<file path="src/rtl/mem_monitor_pkg.sv">
// Shared types for the data-memory write monitor: FSM state encoding and trace entry payload.
package mem_monitor_pkg;

  // Widest address/data word the trace storage can hold; the monitor's WIDTH must not exceed it.
  localparam int unsigned MAX_WIDTH = 32;
  localparam int unsigned COUNT_W   = 16;

  typedef enum logic [1:0] {
    ST_RUN     = 2'd0,
    ST_PASS    = 2'd1,
    ST_FAIL    = 2'd2,
    ST_TIMEOUT = 2'd3
  } state_t;

  typedef struct packed {
    logic [MAX_WIDTH-1:0] adr;
    logic [MAX_WIDTH-1:0] data;
  } trace_entry_t;

  // Saturating increment for the 16-bit run counters.
  function automatic logic [COUNT_W-1:0] sat_inc(input logic [COUNT_W-1:0] value);
    return (value == '1) ? value : value + COUNT_W'(1);
  endfunction

endpackage

</file>
<file path="src/rtl/mem_write_monitor_trace_ring.sv">
// Circular trace of the most recent stores with a newest-relative combinational read port.
module trace_ring
  import mem_monitor_pkg::*;
#(
  parameter int unsigned DEPTH = 8
) (
  input  logic                     clk,
  input  logic                     reset,
  input  logic                     wr_en,
  input  trace_entry_t             wr_entry,
  input  logic [$clog2(DEPTH)-1:0] rd_idx,
  output trace_entry_t             rd_entry,
  output logic                     rd_valid,
  output logic                     wrapped
);

  localparam int unsigned IDX_W  = $clog2(DEPTH);
  localparam int unsigned FILL_W = IDX_W + 1;

  trace_entry_t       mem [DEPTH];
  logic [IDX_W-1:0]   wr_ptr;
  logic [FILL_W-1:0]  fill;
  logic [IDX_W-1:0]   rd_slot;

  // Pointer, fill level and sticky overwrite flag.
  always_ff @(posedge clk) begin
    if (reset) begin
      wr_ptr  <= '0;
      fill    <= '0;
      wrapped <= 1'b0;
    end else if (wr_en) begin
      wr_ptr <= wr_ptr + IDX_W'(1);
      if (fill == FILL_W'(DEPTH)) begin
        wrapped <= 1'b1;
      end else begin
        fill <= fill + FILL_W'(1);
      end
    end
  end

  // Entry storage needs no reset; validity is tracked by fill.
  always_ff @(posedge clk) begin
    if (wr_en) begin
      mem[wr_ptr] <= wr_entry;
    end
  end

  // Index 0 is the newest entry, one slot behind the write pointer; wraps mod DEPTH.
  assign rd_slot  = wr_ptr - IDX_W'(1) - rd_idx;
  assign rd_entry = mem[rd_slot];
  assign rd_valid = FILL_W'(rd_idx) < fill;

endmodule

</file>
<file path="src/rtl/mem_write_monitor.sv">
// Cycle-accurate checker on the data-memory write port: PASS on the signature store,
// FAIL on a disallowed store, TIMEOUT when the cycle budget runs out.
module mem_write_monitor
  import mem_monitor_pkg::*;
#(
  parameter int unsigned WIDTH     = 32,
  parameter int unsigned DEPTH     = 8,
  parameter int unsigned TIMEOUT   = 250,
  parameter int unsigned SIG_ADR   = 100,
  parameter int unsigned SIG_DATA  = 25,
  parameter int unsigned ALLOW_ADR = 96,
  parameter bit          STRICT    = 1'b1
) (
  input  logic                     clk,
  input  logic                     reset,
  input  logic                     MemWrite,
  input  logic [WIDTH-1:0]         DataAdr,
  input  logic [WIDTH-1:0]         WriteData,
  output logic                     done,
  output logic                     pass,
  output logic [1:0]               state,
  output logic [15:0]              write_count,
  output logic [15:0]              cycle_count,
  output logic                     trace_wrapped,
  input  logic [$clog2(DEPTH)-1:0] trace_idx,
  output logic [WIDTH-1:0]         trace_adr,
  output logic [WIDTH-1:0]         trace_data,
  output logic                     trace_valid
);

  state_t       state_q;
  state_t       state_next;
  logic         run;
  logic         store;
  logic         sig_hit;
  logic         sig_data_ok;
  logic         allow_hit;
  logic         budget_end;
  trace_entry_t wr_entry;
  trace_entry_t rd_entry;

  assign run         = (state_q == ST_RUN);
  // A store coinciding with reset is dropped.
  assign store       = run && MemWrite && !reset;
  assign sig_hit     = (DataAdr == WIDTH'(SIG_ADR));
  assign sig_data_ok = (WriteData == WIDTH'(SIG_DATA));
  assign allow_hit   = (DataAdr == WIDTH'(ALLOW_ADR));
  assign budget_end  = (cycle_count == COUNT_W'(TIMEOUT - 1));

  // Store classification takes priority over the budget expiring in the same cycle.
  always_comb begin
    state_next = state_q;
    if (run) begin
      if (store && sig_hit && sig_data_ok) begin
        state_next = ST_PASS;
      end else if (store && (sig_hit || (STRICT && !allow_hit))) begin
        state_next = ST_FAIL;
      end else if (budget_end) begin
        state_next = ST_TIMEOUT;
      end
    end
  end

  // State, status flags and counters; counters freeze once a terminal state is reached.
  always_ff @(posedge clk) begin
    if (reset) begin
      state_q     <= ST_RUN;
      done        <= 1'b0;
      pass        <= 1'b0;
      write_count <= '0;
      cycle_count <= '0;
    end else begin
      state_q <= state_next;
      done    <= (state_next != ST_RUN);
      pass    <= (state_next == ST_PASS);
      if (store) begin
        write_count <= sat_inc(write_count);
      end
      // The count tops out at TIMEOUT-1: the final budget cycle does not advance it.
      if (run && !budget_end) begin
        cycle_count <= sat_inc(cycle_count);
      end
    end
  end

  assign state    = state_q;
  assign wr_entry = '{adr: MAX_WIDTH'(DataAdr), data: MAX_WIDTH'(WriteData)};

  trace_ring #(
    .DEPTH (DEPTH)
  ) u_trace_ring (
    .clk      (clk),
    .reset    (reset),
    .wr_en    (store),
    .wr_entry (wr_entry),
    .rd_idx   (trace_idx),
    .rd_entry (rd_entry),
    .rd_valid (trace_valid),
    .wrapped  (trace_wrapped)
  );

  assign trace_adr  = rd_entry.adr[WIDTH-1:0];
  assign trace_data = rd_entry.data[WIDTH-1:0];

endmodule

</file>
<file path="config.mk">
export PLATFORM = sky130hd
export DESIGN_NAME = mem_write_monitor
export DESIGN_NICKNAME = d
export VERILOG_FILES = /design/src/rtl/mem_monitor_pkg.sv /design/src/rtl/mem_write_monitor_trace_ring.sv /design/src/rtl/mem_write_monitor.sv
export SDC_FILE = /design/constraint.sdc
export NUM_CORES = 1
export LEC_CHECK = 0
export CAP_MARGIN = 0
export CORE_ASPECT_RATIO = 0.75
export CORE_MARGIN = 2
export CORE_UTILIZATION = 55
export CTS_BUF_LIST = sky130_fd_sc_hd__clkbuf_4 sky130_fd_sc_hd__clkbuf_8
export DETAILED_ROUTE_END_ITERATION = 12
export GPL_TIMING_DRIVEN = 1
export PLACE_DENSITY = 0.76
export SKIP_CTS_REPAIR_TIMING = 1
export SYNTH_ARGS = -nofsm -noshare
export SYNTH_HDL_FRONTEND = slang
export SYNTH_HIERARCHICAL = 1
export SYNTH_SLANG_ARGS = --single-unit
</file>
<file path="constraint.sdc">
create_clock -name clk -period 15.2 [get_ports clk]
set_input_delay 3.8 -clock clk [delete_from_list [all_inputs] [get_ports clk]]
set_output_delay 3.8 -clock clk [all_outputs]
set_load 0.05 [all_outputs]
</file>
[Word level (Yosys, flattened, before mapping)]
Memory sizes are Yosys's and may differ from the RTL's.
Index checks and enable logic that the tools add are counted.
Word-level totals
  bits in registers: 44
  RAM bits: 512
  bits of input ports: 70
  output and inout bits: 102
  word-level logic and storage cells: 49
  memories kept: 1
Operators by class
  add/sub/neg operators: 6
  order comparisons: 1
  equal/unequal tests: 8
  mux-type cells: 6
  bitwise operators: 3
  reductions and logical operators: 16
Memories
  u_trace_ring.mem: words 8, bits a word 64, rd ports 1, clocked after Yosys merged registers in 0, wr ports 1, line mem_write_monitor_trace_ring.sv:20  | trace_entry_t mem [DEPTH];
Operators with widths (count)
  == test 32 x 7 -> 1 bit, second input constant: 2
  adder 16 x 1 -> 16 bit, second input constant: 2
  == test 16 bit, second input constant: 2
  == test 32 x 5 -> 1 bit, second input constant: 1
  == test 16 x 8 -> 1 bit, second input constant: 1
  2-to-1 mux 2 bit: 4
  AND reduction 2 bit: 4
  logical AND 1 bit: 6
  adder 4 x 1 -> 4 bit, second input constant: 1
  == test 4 bit, second input constant: 1
  less-than comparator 3 x 4 -> 1 bit: 1
  adder 3 x 1 -> 3 bit, second input constant: 1
  logical NOT 1 bit: 3
  inverter 1 bit: 3
  subtractor 3 x 1 -> 3 bit, second input constant: 1
  subtractor 3 bit: 1
  == test 2 x 1 -> 1 bit, second input constant: 1
  logical NOT 2 bit: 1
  2-to-1 mux 1 bit: 2
  nonzero test 2 bit: 1
  logical OR 1 bit: 1

[Depth between registers and ports, before layout]
Gate-level depths: netlist of the first run.
  word-level depth: 8
  mapped depth: 9
  mapped depth without buffers: 7

[Hierarchy]
The synthesis of the first run kept the hierarchy.
Modules (own cells, without submodules)
  trace_ring: times used 1, cells an instance 802, area each 19851.5 um2, seq. area each 15534.9 um2
  mem_write_monitor: times used 1, cells an instance 224, area each 1990.7 um2, seq. area each 720.7 um2

[Least setup slack after synthesis of the first run]
Ideal clock, no wire load.
  path kind: in2reg
  from: input reset
  to: memory u_trace_ring/mem[4][0] (netlist name), enable pin
  library setup time: 0.565 ns
  data arrival time: 9.187 ns
  required time: 14.635 ns
  path slack: 5.448 ns
  stages: 6
  buffers on the path: 3
  path through: buf_6 nor4b_4 buf_4 clkbuf_1 nand2_1 nor3_1
On the way
  cells in the longest elaborated chain, start to end: 4
Ends and longest elaborated chain
  start: declaration: line mem_write_monitor.sv:15  | input logic reset,
  logical NOT 1 bit: line mem_write_monitor.sv:44  | assign store = run && MemWrite && !reset;
  logical AND 1 bit: line mem_write_monitor.sv:44
  net store: line mem_write_monitor.sv:34  | logic store;
  2-to-1 mux 1 bit: line mem_write_monitor_trace_ring.sv:43  | if (wr_en) begin
  2-to-1 mux 1 bit (implied by the code): line mem_write_monitor_trace_ring.sv:44  | mem[wr_ptr] <= wr_entry;
  end: declaration: line mem_write_monitor_trace_ring.sv:20
The timed path passes the listed nets, and every way through them passes these cells.

[Final worst setup path of the first run]
  from: input trace_idx[0]
  to: output trace_data[5]
On the way
  cells in the longest elaborated chain, start to end: 2
Ends and longest elaborated chain
  start: declaration: line mem_write_monitor.sv:25  | input logic [$clog2(DEPTH)-1:0] trace_idx,
  subtractor 3 bit: line mem_write_monitor_trace_ring.sv:49  | assign rd_slot = wr_ptr - IDX_W'(1) - rd_idx;
  memory read (8 x 64 bit)
  end: declaration: line mem_write_monitor.sv:27  | output logic [WIDTH-1:0] trace_data,
No other way between the ends.

==> qor.yml, run 1 <==
place:
  place.gp.congestion: 0.760
  io_buffers: 171
  dp_hpwl_mm: 24.7
  place_inst: 1689
sta:
  fmax_mhz: 84.4
  hold_viol: 0
  slew_viol_final: 0
  worst_hold_slack_ns: 0.466
  setup_viol: 0
  fin_setup_tns_ns: 0
  rsz0062_at_grt: "false"
  fin_crit_sh_pct: 78.0
  relSlewSlack_pct: 16.6
  min_period_ns: 11.85
  worst_pin_slew_ns: 1.25
  fin_skew_ns: 0.0250
floorplan:
  fp.dieH_um: 177
  floorplan.initialDensity_pct: 55.5
  ios: 172
  dieWidth_um: 234
  rows: 63
  dieArea_sq_mm: 0.0413
  core_sq_mm: 0.0393
worst_setup_path:
  cp-end-kind: "primary output"
  critPathArrivalTime_ns: 8.05
  path_max_fanout: 58
  critPathRequiredTime_ns: 11.40
  critPathLaunchType: "input port"
  critPathKind: "input port to primary output"
global_routing:
  grt_util_all_layers_pct: 22.0
  grt_pass1_vias: 11200
  antenna_found_initial: 3
  grt_first_pass_wirelength_mm: 67.0
  grt_start_max_net_pins: 65
  gr-total-overflow: 0
power_and_ir_drop:
  powerDensity_mw_per_mm2: 130
  irDropWorstVdd_mv: 0.0587
  swShare_pct: 25.0
  p_switching_uw: 836
  comb_power_share_pct: 14.2
  p_clk_share_pct: 35.2
  power_frac_seq_pct: 50.6
  p_leak_nw: 8.15
  fin_total_pwr_mw: 3.35
  p_int_mw: 2.52
detailed_routing:
  num_vias: 10900
  vias_per_cell: 5.91
  drc_errors: 0
  wl_mm: 44.1
  wl_per_cell_um: 24.0
  drtAntennaViolNets: 0
  drtIter0Drc: 833
  dr.pass1.iters: 4
clock_tree:
  htree_levels: 3
  cts_buffers: 83
  clockBufferDepth: 3
  insertion_delay_ns: 0.64
  cts_tree: "yes"
  cts_root_buffer: "clkbuf_8"
  cts_sinks: 556
  clkTransAtPathRegs_ns: 0.06
yosys:
  syn-cell-area_sq_mm: 0.0218
  synth_edf_count: 512
  syn_nets: 1106
  ys_ff_latch: 556
  synthDistinctLibCells: 56
  synth_ff_type: "edfxtp_1"
  synth_cells: 1026
  yosys_warnings: 6
  synth-async-reset-ratio_pct: 0
  avgSynthCellArea_sq_um: 21.3
  synth-seq-area-share_pct: 74.4
run_status:
  run_status: "complete, no violations"
min_path:
  hold_class: "flop to flop"
cells_and_area:
  fin_cells: 1838
  drive_gt1_share_pct: 26.8
  final_nets: 1334
  area_growth_syn_to_layout_pct: 17.6
flow_run:
  drv_cap: 0
==> placed cells by master, fill, tap and decap left out, drive strengths merged, types with 3 or more instances in the layout <==
master	instances
clkinv	27
or3	6
clkinvlp	3
nand3	6
nor4	13
xor2	13
mux4	128
nor3	7
mux2	65
a21oi	19
inv	14
nor2	34
xnor2	5
nand2	19
o2111ai	4
and4	5
dfxtp	44
or4	10
clkbuf	114
edfxtp	512
o21ai	9
ha	9
nor4bb	3
clkdlybuf4s50	171
o211ai	4
mux2i	3
nand4	17
o31ai	13
nand2b	3
buf	17
==> power groups by stage <==
| stage | sequential, mW | combinational (mW) | clock, mW |
|---|---|---|---|
| finish | 1.69 | 0.475 | 1.18 |
| global route | 1.70 | 0.501 | 1.28 |
| CTS | 1.69 | 0.482 | 1.21 |
| detailed placement | 1.73 | 0.480 | 0 |
| global placement | 1.73 | 0.476 | 0 |
| floorplan | 1.73 | 0.331 | 0 |
==> per-layer routing <==
layer / routed length [um] / vias to the layer above / GRT usage [%]
met3: 2800 / 70 / 5.41
met4: 739 / 4 / 6.22
met5: 28 / - / 0
li1: - / 4763 / -
met2: 21100 / 352 / 33.6
met1: 19500 / 5675 / 31.9
==> final timing paths <==
| kind | startpoint | end | cells after the start | slack, ns |
|---|---|---|---|---|
| max | trace_idx[0] | trace_data[5] | 8 | 3.35 |
| min | u_trace_ring/wrapped | u_trace_ring/wrapped | 2 | 0.47 |
| max reg2reg | state[1] | u_trace_ring/mem[0][60] | 4 | 11.81 |
| min reg2reg | u_trace_ring/wrapped | u_trace_ring/wrapped | 2 | 0.47 |
==> cells by family after synthesis <==
kind of cell	share of synthesized area, %
xor+xnor	0.842
flops	74.4
compound gates	1.89
mux	17.0
fa+ha+maj	0.607
simple gates	3.45
buf+inv	1.79
==> critical path, stage by stage <==
cell             delay [ns]
clkdlybuf4s50_1        0.46
inv_1                  0.08
ha_4                   0.17
fa_4                   1.39
buf_4                  0.64
mux4_2                 0.40
mux2_1                 0.29
clkdlybuf4s50_1        0.79
==> stage by stage <==
step | instance area [sq um] | utilization (%) | setup slack [ns]
after floorplan | 21800 | - | 5.45
after global placement | 24100 | 61.2 | 3.31
after detailed placement | 24100 | 61.2 | 3.29
after CTS | 25700 | 65.3 | 3.29
after global routing | 25700 | 65.3 | 3.18
final | 25700 | 65.3 | 3.35
==> area by class of cell <==
type                            instances  area (sq um)
Tap cell                              520           651
Sequential cell                       556         16300
Timing Repair Buffer                  188          1840
Multi-Input combinational cell        413          5270
Clock inverter                         34           235
Clock buffer                          114          1390
Inverter                               12          45.0
Fill cell                            2545         13600
Antenna cell                            1          2.50
==> Yosys cell counts, types with 6 or more instances <==
cell / n / area [sq um]
mux4_2: 128 / 2880
ha_1: 9 / 113
a21oi_1: 13 / 65.1
nand4_1: 15 / 93.8
mux2_4: 18 / 270
nor4_1: 13 / 81.3
xor2_1: 12 / 105
mux2_2: 33 / 372
nand2_1: 19 / 71.3
inv_1: 12 / 45.0
dfxtp_1: 44 / 881
nor2_1: 34 / 128
edfxtp_1: 512 / 15400
mux2_1: 14 / 158
nor3_1: 7 / 35.0
a21oi_2: 6 / 52.6
o31ai_1: 11 / 82.6
nand3_1: 6 / 30.0
or4_1: 10 / 75.1
clkbuf_1: 8 / 30.0
buf_1: 10 / 37.5
buf_6: 19 / 214
==> registers in the layout, summed over array words and instances, names as in the netlist <==
signal	flops
pass	1
u_trace_ring/wr_ptr	3
done	1
u_trace_ring/wrapped	1
write_count	16
cycle_count	16
u_trace_ring/fill	4
state	2
u_trace_ring/mem	512
No activity file was read; power rests on OpenSTA's default activity.
==> run 2, diff against run 1 <==
==> constraint.sdc (replaced) <==
create_clock -name clk -period 11.56 [get_ports clk]
set_input_delay 2.89 -clock clk [delete_from_list [all_inputs] [get_ports clk]]
set_output_delay 2.89 -clock clk [all_outputs]
set_load 0.05 [all_outputs]
==> run 2 against run 1 <==
Net effect:
- count of clock-buffer cells in the layout up 5
- flip-flop and latch count unchanged
- utilization about the same
- sequential share of layout area about the same
- critical endpoint is now trace_data[2]
- design area about the same
- cell count unchanged
- first-iteration DRC count up 2.5%
- sequential power up 32%
- clock power up 30%
- largest power group unchanged
==> qor.yml, run 2 (synthesis gave the netlist of run 1 again) <==
clock_tree:
  cts_tree: "yes"
  cts_root_buffer: "clkbuf_8"
  insertion_delay_ns: 0.61  # -0.03 ns
  clockBufferDepth: 3  # unchanged
  cts_sinks: 556  # unchanged
  htree_levels: 3  # unchanged
  clkTransAtPathRegs_ns: 0.06  # about the same
  cts_buffers: 82  # -1.2%
detailed_routing:
  dr.pass1.iters: 4  # unchanged
  vias_per_cell: 5.88  # -0.45%
  wl_mm: 43.6  # -1.1%
  drtIter0Drc: 854  # +2.5%
  num_vias: 10800  # -0.45%
  wl_per_cell_um: 23.7  # -1.1%
  drtAntennaViolNets: 0  # unchanged
  drc_errors: 0  # unchanged
worst_setup_path:
  cpMaxStageDelayCell: "fa_4"
  critPathBufInv: 4  # unchanged
  reg2reg_from: "state[1]"
  reg2reg_depth: 4  # unchanged
  cp_cell_sequence: "clkdlybuf4s50_1 > inv_1 > ha_4 > fa_4 > buf_4 > mux4_2 > mux2_2 > clkdlybuf4s50_1"
  cp-endpoint: "trace_data[2]"
  critPathRequiredTime_ns: 8.67  # -2.73 ns
  cpMostUsedCell: "clkdlybuf4s50_1"
  cp_top_family: "buffers and inverters"
  critPathLaunchType: "input port"
  crit_start: "trace_idx[0]"
  critPathKind: "input port to primary output"
  r2r_slack_ns: 7.94  # -3.87 ns
  worst-path-stages: 8  # unchanged
  cp-end-kind: "primary output"
  r2r-end: "u_trace_ring/mem[0][19]"
  path_max_fanout: 35  # -40%
  critPathArrivalTime_ns: 6.67  # -1.38 ns
  cpPeakStageDelay_ns: 1.09  # -0.30 ns
sta:
  min_period_ns: 9.56
  hold_viol: 0  # unchanged
  fin_crit_sh_pct: 82.7
  rsz0062_at_grt: "false"
  relSlewSlack_pct: 25.5  # +8.9 points
  fmax_mhz: 105
  slew_viol_final: 0  # unchanged
  fin_setup_tns_ns: 0  # unchanged
  fin_skew_ns: 0.0153  # -0.00973 ns
  setup_viol: 0  # unchanged
  worst_pin_slew_ns: 1.12  # -0.131 ns
global_routing:
  grt_pass1_vias: 11100  # -0.76%
  antenna_found_initial: 1  # -2
  grt_start_max_net_pins: 66  # +1.5%
  gr-total-overflow: 0  # unchanged
  grt_util_all_layers_pct: 21.6  # -0.41 points
  grt_first_pass_wirelength_mm: 65.9  # -1.6%
place:
  io_buffers: 171  # unchanged
  place.gp.congestion: 0.751  # -1.2%
  dp_hpwl_mm: 23.9  # -3.0%
cells_and_area:
  area_growth_syn_to_layout_pct: 17.7  # about the same
  final_cell_mix: "edfxtp_1 (512), clkdlybuf4s50_1 (171), mux4_2 (128)"
  final_nets: 1331  # -0.22%
  largest_register_ffs: 512  # unchanged
  largest-register: "u_trace_ring/mem"
  reg_top3: "u_trace_ring/mem: 512 flops, cycle_count: 16 flops, write_count: 16 flops"
  layout_commonest_cell: "edfxtp_1"
  drive_gt1_share_pct: 26.7  # -0.13 points
power_and_ir_drop:
  p_leak_nw: 8.16  # about the same
  fin_total_pwr_mw: 4.38  # +31%
  irDropWorstVdd_mv: 0.0696  # +19%
  powerDensity_mw_per_mm2: 171  # +31%
floorplan:
  floorplan.initialDensity_pct: 55.5  # unchanged
  dieWidth_um: 234  # unchanged
  fp.dieH_um: 177  # unchanged
  ios: 172  # unchanged
  core_sq_mm: 0.0393  # unchanged
  dieArea_sq_mm: 0.0413  # unchanged
  rows: 63  # unchanged
run_status:
  run_status: "complete, no violations"
min_path:
  hold_class: "flop to flop"
flow_run:
  drv_cap: 0  # unchanged
## run 2: area by class of cell
cell class | instances | area, sq um
flip-flops and latches | 556 | 16300
fillers | 2538 | 13600
multi-input cells | 413 | 5270
repair buffers | 186 | 1870
clock buffers | 119 | 1440
well taps | 520 | 651
clock inverters | 30 | 159
inverters | 12 | 45.0
diodes | 2 | 5.00
## run 2: layer usage
metal  track usage [%]  wire (um)  vias to the layer above
met1              31.0      19200                     5673
met5              1.68         93                        -
li1                  -          -                     4752
met4              4.88        524                        2
met2              33.9      21100                      341
met3              5.23       2740                       47
## run 2: how the worst min path moves through the flow
stage | startpoint | to | slack [ns] | cells after the start
finish | u_trace_ring/wrapped | u_trace_ring/wrapped | 0.47 | 2
global route | u_trace_ring/wrapped | u_trace_ring/wrapped | 0.53 | 2
CTS | u_trace_ring/wrapped | u_trace_ring/wrapped | 0.48 | 2
detailed placement | u_trace_ring/wrapped | u_trace_ring/wrapped | 0.46 | 2
global placement | u_trace_ring/wrapped | u_trace_ring/wrapped | 0.46 | 2
floorplan | u_trace_ring/fill[3] | u_trace_ring/fill[3] | 0.50 | 2
## run 2: power by group
group | internal [mW] | total (mW) | switching, mW
Sequential | 2.22 | 2.23 | 0.00962
Combinational | 0.264 | 0.626 | 0.361
Clock | 0.824 | 1.53 | 0.705
Total | 3.31 | 4.38 | 1.08
## run 2: tightest hold or removal path: stages (launching register included)
cell	delay [ns]
dfxtp_1	0.32
a21oi_1	0.04
nor2_1	0.07
## run 2: per-stage QoR
step	worst slack [ns]	cells	hold slack, ns	utilization, %	area (sq um)
2_1_floorplan	2.72	1026	0.502	-	21800
5_1_grt	1.87	1837	0.531	65.3	25700
3_3_place_gp	1.99	1687	0.458	61.3	24100
3_5_place_dp	1.97	1687	0.464	61.3	24100
6_report	2.00	1838	0.467	65.3	25700
4_1_cts	1.97	1836	0.478	65.3	25700
==> run 3, diff against run 2 <==
==> constraint.sdc (replaced) <==
create_clock -name clk -period 9.15 [get_ports clk]
set_input_delay 2.2875 -clock clk [delete_from_list [all_inputs] [get_ports clk]]
set_output_delay 2.2875 -clock clk [all_outputs]
set_load 0.05 [all_outputs]
==> run 3 against run 2 <==
Net effect:
- global-route usage up 0.49 points
- non-clock buffer count is 8 higher
- sequential share of layout area down 0.43 points
- combinational power grew 28%
- design area rose by 0.69%
- utilization increased by 0.45 points
- critical path type unchanged
==> qor.yml, run 3 (synthesis gave the netlist of run 1 again) <==
floorplan:
  dieWidth_um: 234  # unchanged
  rows: 63  # unchanged
  fp.dieH_um: 177  # unchanged
  core_sq_mm: 0.0393  # unchanged
  floorplan.initialDensity_pct: 55.5  # unchanged
  ios: 172  # unchanged
  dieArea_sq_mm: 0.0413  # unchanged
worst_setup_path:
  critPathRequiredTime_ns: 6.86  # -1.81 ns
  critPathLaunchType: "input port"
  cpMaxStageDelayCell: "fa_4"
  path_max_fanout: 62  # +77%
  cp_cell_sequence: "clkdlybuf4s50_1 > inv_1 > ha_4 > fa_4 > buf_12 > mux4_2 > mux2_4 > clkdlybuf4s50_1"
  cp-end-kind: "primary output"
  cpPeakStageDelay_ns: 0.88  # -0.21 ns
  cpMostUsedCell: "clkdlybuf4s50_1"
  critPathArrivalTime_ns: 5.68  # -0.99 ns
  critPathKind: "input port to primary output"
clock_tree:
  clockBufferDepth: 3  # unchanged
  insertion_delay_ns: 0.64  # +0.03 ns
  cts_buffers: 82  # unchanged
  cts_tree: "yes"
  cts_root_buffer: "clkbuf_8"
  clkTransAtPathRegs_ns: 0.06  # about the same
  cts_sinks: 556  # unchanged
  htree_levels: 3  # unchanged
power_and_ir_drop:
  p_leak_nw: 8.24  # +1.0%
  powerDensity_mw_per_mm2: 218  # +28%
  irDropWorstVdd_mv: 0.0920  # +32%
  fin_total_pwr_mw: 5.64  # +29%
cells_and_area:
  drive_gt1_share_pct: 27.1  # +0.48 points
  final_nets: 1339  # +0.60%
  reg_top3: "u_trace_ring/mem: 512 flops, cycle_count: 16 flops, write_count: 16 flops"
  layout_commonest_cell: "edfxtp_1"
  final_cell_mix: "edfxtp_1 (512), clkdlybuf4s50_1 (171), mux4_2 (128)"
  postLayoutCoreUtil_pct: 65.8  # +0.45 points
  area_growth_syn_to_layout_pct: 18.5
  largest-register: "u_trace_ring/mem"
  largest_register_ffs: 512  # unchanged
  fin_area_sq_mm: 0.0259  # +0.69%
global_routing:
  grt_start_max_net_pins: 63  # -4.5%
  grt_first_pass_wirelength_mm: 67.0  # +1.7%
  antenna_found_initial: 4  # +3
  gr-total-overflow: 0  # unchanged
  grt_pass1_vias: 11400  # +2.6%
  grt_util_all_layers_pct: 22.1  # +0.49 points
detailed_routing:
  dr.pass1.iters: 5  # +1
  wl_per_cell_um: 24.0  # +1.2%
  wl_mm: 44.4  # +1.7%
  vias_per_cell: 5.90  # +0.31%
  drtIter0Drc: 724  # -15%
  drc_errors: 0  # unchanged
  num_vias: 10900  # +0.86%
  drtAntennaViolNets: 0  # unchanged
sta:
  hold_viol: 0  # unchanged
  fin_setup_tns_ns: 0  # unchanged
  fmax_mhz: 125
  setup_ws_ns: 1.18  # -0.823 ns
  setup_viol: 0  # unchanged
  relSlewSlack_pct: 25.1  # -0.35 points
  fin_skew_ns: 0.0266  # +0.0113 ns
  worst_pin_slew_ns: 1.12  # +0.00261 ns
  slew_viol_final: 0  # unchanged
  min_period_ns: 7.97
  fin_crit_sh_pct: 87.1
  rsz0062_at_grt: "false"
run_status:
  run_status: "complete, no violations"
place:
  place_area_sq_mm: 0.0242  # +0.41%
  io_buffers: 171  # unchanged
  dp_hpwl_mm: 25.3  # +5.7%
  place.gp.congestion: 0.742  # -1.1%
  place_ws_ns: 1.17  # -0.802 ns
min_path:
  hold_class: "flop to flop"
flow_run:
  drv_cap: 0  # unchanged
[run 3: changes by cell type in the layout (fill, tap and decap cells not counted), sizes merged]
cell / previous run / this run
buf: 15 / 23
bufinv: 1 / 4
clkbuf: 119 / 112
clkinv: 26 / 28
clkinvlp: 3 / 4
inv: 12 / 15
[run 3: final timing paths]
path	startpoint	to	slack, ns	depth (start not counted)
setup / recovery	trace_idx[0]	trace_adr[27]	1.18	8
hold / removal	u_trace_ring/wrapped	u_trace_ring/wrapped	0.47	2
setup reg to reg	state[1]	u_trace_ring/mem[5][34]	5.86	5
hold reg to reg	u_trace_ring/wrapped	u_trace_ring/wrapped	0.47	2
[run 3: cell type report]
cell class,count,area [sq um]
fillers,2584,13500
diodes,2,5.00
multi-input cells,413,5270
clock buffers,112,1390
well taps,520,651
clock inverters,39,297
inverters,12,45.0
flip-flops and latches,556,16300
repair buffers,194,1970
[run 3: critical path, delay by kind of cell]
family     cells  cell delay, ns
mux            2            0.65
buf+inv        4            1.64
fa+ha+maj      2            1.04
[run 3: power by group]
group	switching [mW]	internal [mW]	total (mW)	leakage, nW
Sequential	0.0123	2.80	2.82	4.98
Combinational	0.460	0.343	0.803	2.39
Clock	0.916	1.10	2.02	0.877
[run 3: through the flow]
| step | std cells | hold WS (ns) |
|---|---|---|
| after floorplan | 1026 | 0.502 |
| after global placement | 1695 | 0.456 |
| after detailed placement | 1695 | 0.461 |
| after CTS | 1846 | 0.480 |
| after global routing | 1846 | 0.524 |
| final | 1848 | 0.471 |
[run 3: per-layer routing]
metal | track usage (%) | part of all wire [%] | vias up
li1 | - | - | 4778
met1 | 30.8 | 43 | 5714
met2 | 35.2 | 48 | 342
met3 | 5.15 | 6.7 | 70
met4 | 6.20 | 1.8 | 4
met5 | 0 | 0.047 | -
